### config.mk
export PLATFORM = sky130hd
export DESIGN_NAME = bcd_display_ctrl
export DESIGN_NICKNAME = d
export VERILOG_FILES = /design/src/rtl/bcd_disp_pkg.sv /design/src/rtl/bcd_display_ctrl_sseg_digit_scan.sv /design/src/rtl/bcd_display_ctrl.sv
export SDC_FILE = /design/constraint.sdc
export NUM_CORES = 1
export LEC_CHECK = 0
export BUFFER_PORTS_ARGS = -buffer_cell sky130_fd_sc_hd__buf_2
export CAP_MARGIN = 20
export CORE_AREA = 4 4 84 86
export DETAILED_ROUTE_END_ITERATION = 16
export DIE_AREA = 0 0 88 90
export PLACE_DENSITY = 0.84
export SLEW_MARGIN = 40
export SYNTH_ARGS = -nofsm -noshare
export SYNTH_HDL_FRONTEND = slang
export SYNTH_SLANG_ARGS = --single-unit
### constraint.sdc
create_clock -name clk -period 4.7 [get_ports clk]
set_input_delay 0.705 -clock clk [delete_from_list [all_inputs] [get_ports clk]]
set_output_delay 0.705 -clock clk [all_outputs]
set_load 0.01 [all_outputs]
### src/rtl/bcd_disp_pkg.sv
// ---------------------------------------------------------------------------
// bcd_disp_pkg
// Shared types and constants for the BCD conversion / seven-segment display
// path.
//   conv_state_t : converter FSM states (IDLE, SHIFT, DONE)
//   SEG_*        : active-low glyphs, bit order {dp,g,f,e,d,c,b,a}, dp off
//   bcd_to_seg() : BCD digit to glyph; codes 10-15 map to a blank digit
// ---------------------------------------------------------------------------
package bcd_disp_pkg;

  typedef enum logic [1:0] {
    IDLE  = 2'd0,
    SHIFT = 2'd1,
    DONE  = 2'd2
  } conv_state_t;

  localparam logic [7:0] SEG_0     = 8'hC0;
  localparam logic [7:0] SEG_1     = 8'hF9;
  localparam logic [7:0] SEG_2     = 8'hA4;
  localparam logic [7:0] SEG_3     = 8'hB0;
  localparam logic [7:0] SEG_4     = 8'h99;
  localparam logic [7:0] SEG_5     = 8'h92;
  localparam logic [7:0] SEG_6     = 8'h82;
  localparam logic [7:0] SEG_7     = 8'hF8;
  localparam logic [7:0] SEG_8     = 8'h80;
  localparam logic [7:0] SEG_9     = 8'h90;
  localparam logic [7:0] SEG_BLANK = 8'hFF;
  localparam logic [7:0] SEG_DASH  = 8'hBF;

  function automatic logic [7:0] bcd_to_seg(input logic [3:0] bcd);
    logic [7:0] glyph;
    case (bcd)
      4'd0:    glyph = SEG_0;
      4'd1:    glyph = SEG_1;
      4'd2:    glyph = SEG_2;
      4'd3:    glyph = SEG_3;
      4'd4:    glyph = SEG_4;
      4'd5:    glyph = SEG_5;
      4'd6:    glyph = SEG_6;
      4'd7:    glyph = SEG_7;
      4'd8:    glyph = SEG_8;
      4'd9:    glyph = SEG_9;
      default: glyph = SEG_BLANK;
    endcase
    return glyph;
  endfunction

endpackage

### src/rtl/bcd_display_ctrl_sseg_digit_scan.sv
// ---------------------------------------------------------------------------
// sseg_digit_scan
// Multiplexed common-anode seven-segment scanner. Each digit is lit for
// REFRESH_DIV clocks, digits scanned 0 (rightmost) upwards, wrapping.
//   clk, rst  : clock, synchronous active-high reset
//   bcd       : packed BCD to show, digit 0 at [3:0]
//   overflow  : show a dash on every digit
//   an        : digit enables, active low, registered
//   seg       : segments {dp,g,f,e,d,c,b,a}, active low, registered with an
// Optional macro LEAD_ZERO_BLANK_EN: blank zero digits above the most
// significant non-zero digit (digit 0 always shown; dashes win).
// ---------------------------------------------------------------------------
module sseg_digit_scan
  import bcd_disp_pkg::*;
#(
  parameter int DIGITS      = 4,
  parameter int REFRESH_DIV = 50000
) (
  input  logic                  clk,
  input  logic                  rst,
  input  logic [4*DIGITS-1:0]   bcd,
  input  logic                  overflow,
  output logic [DIGITS-1:0]     an,
  output logic [7:0]            seg
);

  localparam int CNT_W = (REFRESH_DIV > 1) ? $clog2(REFRESH_DIV) : 1;
  localparam int IDX_W = (DIGITS > 1) ? $clog2(DIGITS) : 1;
  localparam logic [CNT_W-1:0] CNT_LAST = CNT_W'(REFRESH_DIV - 1);
  localparam logic [IDX_W-1:0] IDX_LAST = IDX_W'(DIGITS - 1);

  logic [CNT_W-1:0]  refresh_cnt_reg, refresh_cnt_next;
  logic [IDX_W-1:0]  digit_idx_reg, digit_idx_next;
  logic [DIGITS-1:0] an_reg, an_next;
  logic [7:0]        seg_reg, seg_next;

  logic [3:0]        digit_val [DIGITS];
  logic [DIGITS-1:0] digit_lit;  // 0 = digit is a blanked leading zero

  genvar gi;
  generate
    for (gi = 0; gi < DIGITS; gi++) begin : g_digit
      assign digit_val[gi] = bcd[4*gi +: 4];
`ifdef LEAD_ZERO_BLANK_EN
      // A digit stays lit if it or any digit above it is non-zero.
      if (gi == 0) begin : g_ones
        assign digit_lit[gi] = 1'b1;
      end else begin : g_upper
        assign digit_lit[gi] = |bcd[4*DIGITS-1 : 4*gi];
      end
`else
      assign digit_lit[gi] = 1'b1;
`endif
    end
  endgenerate

  always_comb begin
    refresh_cnt_next = refresh_cnt_reg + 1'b1;
    digit_idx_next   = digit_idx_reg;
    if (refresh_cnt_reg == CNT_LAST) begin
      refresh_cnt_next = '0;
      digit_idx_next   = (digit_idx_reg == IDX_LAST) ? '0 : digit_idx_reg + 1'b1;
    end

    // an and seg are both derived from the same index and registered
    // together, so they change on the same edge.
    an_next = ~(DIGITS'(1) << digit_idx_reg);
    if (overflow) begin
      seg_next = SEG_DASH;
    end else if (!digit_lit[digit_idx_reg]) begin
      seg_next = SEG_BLANK;
    end else begin
      seg_next = bcd_to_seg(digit_val[digit_idx_reg]);
    end
  end

  always_ff @(posedge clk) begin
    if (rst) begin
      refresh_cnt_reg <= '0;
      digit_idx_reg   <= '0;
      an_reg          <= '1;
      seg_reg         <= SEG_BLANK;
    end else begin
      refresh_cnt_reg <= refresh_cnt_next;
      digit_idx_reg   <= digit_idx_next;
      an_reg          <= an_next;
      seg_reg         <= seg_next;
    end
  end

  assign an  = an_reg;
  assign seg = seg_reg;

endmodule

### src/rtl/bcd_display_ctrl.sv
// ---------------------------------------------------------------------------
// bcd_display_ctrl
// Binary-to-BCD converter (sequential double dabble, one bit per clock)
// feeding a multiplexed seven-segment display.
//   clk, rst   : clock, synchronous active-high reset
//   bin_valid  : bin_in valid
//   bin_in     : unsigned value to convert (BIN_W bits)
//   bin_ready  : converter idle; accepted on bin_valid && bin_ready
//   bcd_out    : last completed result, digit 0 at [3:0]
//   bcd_rdy    : one-cycle pulse when bcd_out/overflow update
//   overflow   : last value exceeded 10^DIGITS-1
//   an, seg    : display drive, active low (see sseg_digit_scan)
// Optional macro LEAD_ZERO_BLANK_EN: leading-zero blanking on the display.
// ---------------------------------------------------------------------------
module bcd_display_ctrl
  import bcd_disp_pkg::*;
#(
  parameter int BIN_W       = 12,
  parameter int DIGITS      = 4,
  parameter int REFRESH_DIV = 50000
) (
  input  logic                  clk,
  input  logic                  rst,
  input  logic                  bin_valid,
  input  logic [BIN_W-1:0]      bin_in,
  output logic                  bin_ready,
  output logic [4*DIGITS-1:0]   bcd_out,
  output logic                  bcd_rdy,
  output logic                  overflow,
  output logic [DIGITS-1:0]     an,
  output logic [7:0]            seg
);

  localparam int BCD_W = 4 * DIGITS;
  localparam int BCNT_W = $clog2(BIN_W + 1);

  conv_state_t       state_reg, state_next;
  logic [BIN_W-1:0]  shift_reg, shift_next;
  logic [BCD_W-1:0]  scratch_reg, scratch_next;
  logic              ovf_scratch_reg, ovf_scratch_next;
  logic [BCNT_W-1:0] bit_cnt_reg, bit_cnt_next;
  logic [BCD_W-1:0]  bcd_out_reg, bcd_out_next;
  logic              overflow_reg, overflow_next;
  logic              bcd_rdy_reg, bcd_rdy_next;

  // Double-dabble correction: every digit >= 5 gets +3 before the shift so
  // that the shift carries correctly into the next decimal digit.
  logic [BCD_W-1:0]  scratch_adj;

  genvar gi;
  generate
    for (gi = 0; gi < DIGITS; gi++) begin : g_adj
      assign scratch_adj[4*gi +: 4] = (scratch_reg[4*gi +: 4] >= 4'd5)
                                    ? scratch_reg[4*gi +: 4] + 4'd3
                                    : scratch_reg[4*gi +: 4];
    end
  endgenerate

  always_comb begin
    state_next       = state_reg;
    shift_next       = shift_reg;
    scratch_next     = scratch_reg;
    ovf_scratch_next = ovf_scratch_reg;
    bit_cnt_next     = bit_cnt_reg;
    bcd_out_next     = bcd_out_reg;
    overflow_next    = overflow_reg;
    bcd_rdy_next     = 1'b0;

    case (state_reg)
      IDLE: begin
        if (bin_valid) begin
          shift_next       = bin_in;
          scratch_next     = '0;
          ovf_scratch_next = 1'b0;
          bit_cnt_next     = BCNT_W'(BIN_W);
          state_next       = SHIFT;
        end
      end
      SHIFT: begin
        {scratch_next, shift_next} = {scratch_adj[BCD_W-2:0], shift_reg, 1'b0};
        // Any bit carried out of the top digit means the value does not fit.
        ovf_scratch_next = ovf_scratch_reg | scratch_adj[BCD_W-1];
        bit_cnt_next     = bit_cnt_reg - 1'b1;
        if (bit_cnt_reg == BCNT_W'(1)) begin
          state_next = DONE;
        end
      end
      DONE: begin
        bcd_out_next  = scratch_reg;
        overflow_next = ovf_scratch_reg;
        bcd_rdy_next  = 1'b1;
        state_next    = IDLE;
      end
      default: begin
        state_next = IDLE;
      end
    endcase
  end

  always_ff @(posedge clk) begin
    if (rst) begin
      state_reg       <= IDLE;
      shift_reg       <= '0;
      scratch_reg     <= '0;
      ovf_scratch_reg <= 1'b0;
      bit_cnt_reg     <= '0;
      bcd_out_reg     <= '0;
      overflow_reg    <= 1'b0;
      bcd_rdy_reg     <= 1'b0;
    end else begin
      state_reg       <= state_next;
      shift_reg       <= shift_next;
      scratch_reg     <= scratch_next;
      ovf_scratch_reg <= ovf_scratch_next;
      bit_cnt_reg     <= bit_cnt_next;
      bcd_out_reg     <= bcd_out_next;
      overflow_reg    <= overflow_next;
      bcd_rdy_reg     <= bcd_rdy_next;
    end
  end

  assign bin_ready = (state_reg == IDLE);
  assign bcd_out   = bcd_out_reg;
  assign overflow  = overflow_reg;
  assign bcd_rdy   = bcd_rdy_reg;

  // bcd_out only changes in DONE, so the display never shows a partial value.
  sseg_digit_scan #(
    .DIGITS      (DIGITS),
    .REFRESH_DIV (REFRESH_DIV)
  ) u_scan (
    .clk      (clk),
    .rst      (rst),
    .bcd      (bcd_out_reg),
    .overflow (overflow_reg),
    .an       (an),
    .seg      (seg)
  );

endmodule

# Word-level counts from Yosys, hierarchy flattened
# Memories as Yosys holds them, arrays and structs flattened.
# Cells that the tools add are included.
# W data, S select, Z words.
[word_totals]
register_bits = 83
romBits = 112
in_bits = 15
output_inout_bits = 31
n_memories = 1
[classes]
addsub = 7
n_lt_le_gt_ge = 6
n_eq_ne = 7
shifts = 1
n_mux = 24
bitwise = 4
n_reduce_logical = 6
[mem_list]
columns = ["name", "depth", "word_bits", "read_ports", "rd_clocked_by_memory_dff", "wr", "line_no", "text"]
rows = [
  ["(name not given)", 16, 7, 1, 0, 0, "bcd_disp_pkg.sv:32", "case (bcd)"],
]
[ops]
columns = ["cell", "count"]
rows = [
  ["$pmux W16 S2", 1],
  ["$mux W4", 7],
  ["$pmux W12 S2", 1],
  ["$add A16 B1 Y16 const B", 1],
  ["$add A4 B2 Y4 const B", 4],
  ["$eq A16 B16 Y1 const B", 1],
  ["$ge A4 B3 Y1 const B", 4],
  ["$mux W16", 1],
  ["$mux W7", 2],
  ["$mux W12", 1],
  ["$bmux W4 S2", 1],
  ["$pmux W4 S2", 1],
  ["$mux W2", 3],
  ["$eq A2 B2 Y1 const B", 2],
  ["$eq A4 B1 Y1 const B", 1],
  ["$ne A2 B2 Y1 const B", 2],
  ["$not A4 Y4", 1],
  ["$pmux W2 S2", 1],
  ["$reduce_and A2 Y1", 2],
  ["$shl A1 B2 Y4 const A", 1],
  ["$sub A4 B1 Y4 const B", 1],
  ["$ge A3 B3 Y1 const B", 1],
  ["$lt A2 B3 Y1 const B", 1],
  ["$mux W1", 3],
  ["other kinds (11)", 11],
]

# Longest topological paths before layout
# An unclocked memory read counts as a cell.
[logic_depth]
depth_word = 7
mapped_depth = 7
ltp_nobuf = 7

# Cells and area by module
# A second synthesis with hierarchy kept.
[unflattened]
cells_unflattened = 464
area_unflattened_um2 = 4055.1
[by_module_without_submodules]
columns = ["module", "n_inst", "cells_each", "area_per_inst_um2", "seq_area_each_um2"]
rows = [
  ["bcd_display_ctrl", 1, 315, 2600.0, 1061.0],
  ["sseg_digit_scan", 1, 149, 1455.1, 580.6],
]

# Worst setup path before layout
# No wires, ideal clock.
[synth_path]
path_type = "reg2reg"
startpoint = "register u_scan.digit_idx_reg[0]"
endpoint = "register u_scan.seg_reg[6] (netlist: u_scan.seg[6])"
setup_ps = 125
arrival_time_ps = 1755
required_ps = 4575
path_slack_ps = 2819
stages_incl_launch_ff = 7
n_path_buf = 1
path_cell_list = "dfxtp_1 buf_6 mux4_1 ha_1 mux2_4 a21oi_2 o21bai_1"
[synth_between]
elab_chain_cells = 7
word_cells_on_any_way = 9
classes_between = "mux: 7; bitwise: 1; memory: 1"
[synth_rtl]
columns = ["item", "line_no", "text"]
rows = [
  ["start, declared", "bcd_display_ctrl_sseg_digit_scan.sv:33", "logic [IDX_W-1:0] digit_idx_reg, digit_idx_next;"],
  ["start signal, assigned", "bcd_display_ctrl_sseg_digit_scan.sv:85", "digit_idx_reg <= digit_idx_next;"],
  ["$not A2 Y3 (not written as such)", "bcd_display_ctrl_sseg_digit_scan.sv:73", "seg_next = bcd_to_seg(digit_val[digit_idx_reg]);"],
  ["$bmux W4 S2", "bcd_display_ctrl_sseg_digit_scan.sv:73", ""],
  ["$mux W4 (not written as such) (2 in series)", "bcd_display_ctrl_sseg_digit_scan.sv:73", ""],
  ["$mem_v2 Z16 W7", "n/a", ""],
  ["$mux W7 *", "bcd_display_ctrl_sseg_digit_scan.sv:70", "end else if (!digit_lit[digit_idx_reg]) begin"],
  ["$mux W7 *", "bcd_display_ctrl_sseg_digit_scan.sv:68", "if (overflow) begin"],
  ["end signal, assigned", "bcd_display_ctrl_sseg_digit_scan.sv:87", "seg_reg <= seg_next;"],
  ["end, declared", "bcd_display_ctrl_sseg_digit_scan.sv:35", "logic [7:0] seg_reg, seg_next;"],
]
# Mark *: on every way between the ends. The rest lies on a longest branch, timed or not. The select of a mux whose other input is x is not followed.
# A chain may end at the register's enable or synchronous reset.

# Final worst setup path
[layout_path]
startpoint = "register state_reg[1]"
endpoint = "output port bin_ready"
[layout_between]
elab_chain_cells = 1
[layout_rtl]
columns = ["item", "line_no", "text"]
rows = [
  ["start, declared", "bcd_display_ctrl.sv:37", "conv_state_t state_reg, state_next;"],
  ["start signal, assigned", "bcd_display_ctrl.sv:111", "state_reg <= state_next;"],
  ["$logic_not A2 Y1", "bcd_display_ctrl.sv:122", "assign bin_ready = (state_reg == IDLE);"],
  ["end, declared", "bcd_display_ctrl.sv:26", "output logic bin_ready,"],
]
# Every way passes these cells.

==> results.yml <==
outcome:
  status: "finished clean"
synth:
  synth.area.mux_share: 0.0409
  synth.area.top_cells: "dfxtp_1 43%, nor2_1 7.6%, ha_1 6.9%, a21oi_1 5.4%, nand2_1 5.2%"
  synth.top_cell.area_share: 0.430
  yosys.area_share.simple: 0.232
  yosysWarnings: 0
  synth_edf_count: 0
  synth_area_um2: 3820
  synth_area_per_cell_um2: 8.31
  synth_commonest_cells: "82 x dfxtp_1, 77 x nor2_1, 53 x nand2_1"
  yosysMostFrequentCell: "dfxtp_1"
  syn_nets: 496
  yosysTopAreaCell: "dfxtp_1"
  ys_types: 40
  seq_area_frac_synth: 0.430
  synth_adder_area_share: 0.0688
  syn_inst: 460
  yosys.area_share.xor_xnor: 0.0504
  synth-compound-area-share: 0.124
  async_flop_share: 0
  synth_seq_cells: 82
  synth_top_family_by_area: "simple AND/OR/NAND/NOR gates"
  synth_ff_type: "dfxtp_1"
grt:
  met1_usage: 0.251
  grt_pass1_wl_um: 12500
  met3_usage: 0.0576
  grt_remaining_overflow: 0
  grt_max_degree: 65
  busiest_layer: "met2"
  track_usage: 0.195
  use_met2: 0.308
  antenna_found_initial: 0
  grt_pass1_vias: 2766
critical_path:
  ff2ff_setup_slack_ps: 2570
  worstPathCellList: "nor2_1 -> buf_2"
  required_ps: 3990
  critPathSlowestCell: "dfxtp_1"
  endpoint_kind: "output pin"
  cp.arrival_ps: 1460
  crit_type: "register to output pin"
  cpPeakStageDelay_ps: 750
  critPathLaunchType: "register"
  cp_max_fo: 21
route:
  wl_um: 7520
  dr.pass1.iters: 4
  viasPerCell: 5.39
  drt_iter0_drc: 154
  wl_per_cell_um: 13.2
  route.antenna.remaining_nets: 0
  vias: 3074
  drcViolationCount: 0
sta:
  slew_headroom: 0.524
  finClkSkew_ps: 7.88
  finalCriticalPeriod_ps: 2160
  max_freq_mhz: 462
  tightest_slew_ps: 711
  hold_violations: 0
  slew_violations: 0
  rsz0062_at_grt: "false"
  fin_setup_tns_ps: 0
  period_share: 0.460
  finalSetupViolCount: 0
power_and_ir_drop:
  vdd_ir_drop_max_mv: 0.203
  power_density_nw_per_um2: 306
  power_frac_clock: 0.354
  combPwrFrac: 0.075
  swShare: 0.246
  p_int_mw: 0.969
  finalPower_mw: 1.28
  pwr-share-seq: 0.571
  p_switching_mw: 0.316
  cellLeakagePower_nw: 1.71
die:
  num_io_pins: 46
  initial_core_util: 0.609
  die_h_um: 90
  core_um2: 6280
  die-area_um2: 7920
  die_x_um: 88
  rows: 29
clock_tree:
  cts_tree: "built"
  max-clock-path-buffers: 2
  cts_setup_buffers: 0
  cts_buffers: 9
  cts_resized: 0
  clkTransAtPathRegs_ps: 70
  htree_levels: 3
  clock_sink_count: 82
  root_buffer: "clkbuf_8"
  worstSkewPairLatency_ps: 350
  hold_buffers: 0
final_layout:
  layout-drive-gt1-share: 0.142
  syn_to_final_growth_pct: 9.89
  final_nets: 525
  diodes: 0
  nFillCells: 515
place:
  port_buffers: 44
  dp_hpwl_um: 5140
  gp_congestion: 0.849
worst_hold_path:
  holdCritPathClass: "register to register"
run:
  max_cap_viol_count: 0
==> area by class of cell <==
type / instances / area (um2) / area share
well taps: 77 / 96.3 / 0.0229
inverters: 20 / 75.1 / 0.0179
flip-flops and latches: 82 / 1640 / 0.391
clock inverters: 3 / 15.0 / 0.00358
multi-input cells: 331 / 1990 / 0.473
clock buffers: 12 / 155 / 0.0369
repair buffers: 45 / 228 / 0.0542
==> final timing paths <==
path / startpoint / to / depth (start not counted)
worst min-delay path: u_scan.refresh_cnt_reg[0] / u_scan.refresh_cnt_reg[0] / 1
worst min register to register: u_scan.refresh_cnt_reg[0] / u_scan.refresh_cnt_reg[0] / 1
worst max register to register: u_scan.digit_idx_reg[0] / u_scan.seg[6] / 5
worst max-delay path: state_reg[1] / bin_ready / 2
==> power by group through the flow <==
stage | clock network (mW) | logic (mW) | registers (mW)
global route | 0.498 | 0.111 | 0.737
global placement | 0 | 0.0938 | 0.748
finish | 0.455 | 0.0965 | 0.734
detailed placement | 0 | 0.0971 | 0.749
CTS | 0.461 | 0.0973 | 0.733
floorplan | 0 | 0.0776 | 0.744
==> critical path: cells and delay by family, from the launching register on <==
kind                   cells  cell delay [ps]
buffers and inverters      1              190
flip-flops                 1              750
AND/OR/NAND/NOR            1              170
==> cells by family (layout without fill, tap and decap cells) <==
| family | count (synthesis) | count (layout) |
|---|---|---|
| simple gates | 198 | 198 |
| flops | 82 | 82 |
| compound gates | 80 | 80 |
| buf+inv | 47 | 80 |
| xor+xnor | 22 | 22 |
| fa+ha+maj | 21 | 21 |
| mux | 9 | 9 |
| other cells | 1 | 1 |
==> cells in the final DEF, fill, tap and decap left out, drive strengths merged, types with 3 or more instances in the layout <==
| cell | count |
|---|---|
| nand2 | 53 |
| a32oi | 5 |
| mux4 | 4 |
| buf | 45 |
| clkbuf | 12 |
| a22oi | 5 |
| and3 | 6 |
| inv | 20 |
| o21ai | 14 |
| nor2 | 78 |
| xnor2 | 14 |
| nor3 | 19 |
| a21oi | 42 |
| a211oi | 3 |
| clkinv | 3 |
| xor2 | 8 |
| nand3 | 12 |
| mux2i | 4 |
| o211ai | 4 |
| dfxtp | 82 |
| a21o | 4 |
| ha | 21 |
| nor2b | 12 |
| nand2b | 11 |
==> metal layers <==
metal / vias up / share of wire
li1: 1584 / -
met1: 1437 / 0.44
met2: 47 / 0.51
met3: 6 / 0.040
met4: 0 / 0.0085
met5: - / 0
==> per-stage QoR <==
stage	hold WS, ps	instances	util	area [um2]	setup WS [ps]
after floorplan	430	460	-	3820	2820
after detailed placement	462	555	0.641	4030	2540
after global placement	447	555	0.640	4020	2400
after CTS	475	570	0.668	4200	2350
final	469	570	0.669	4200	2540
after global routing	512	570	0.669	4200	2420
(Power assumes the default switching activity.)
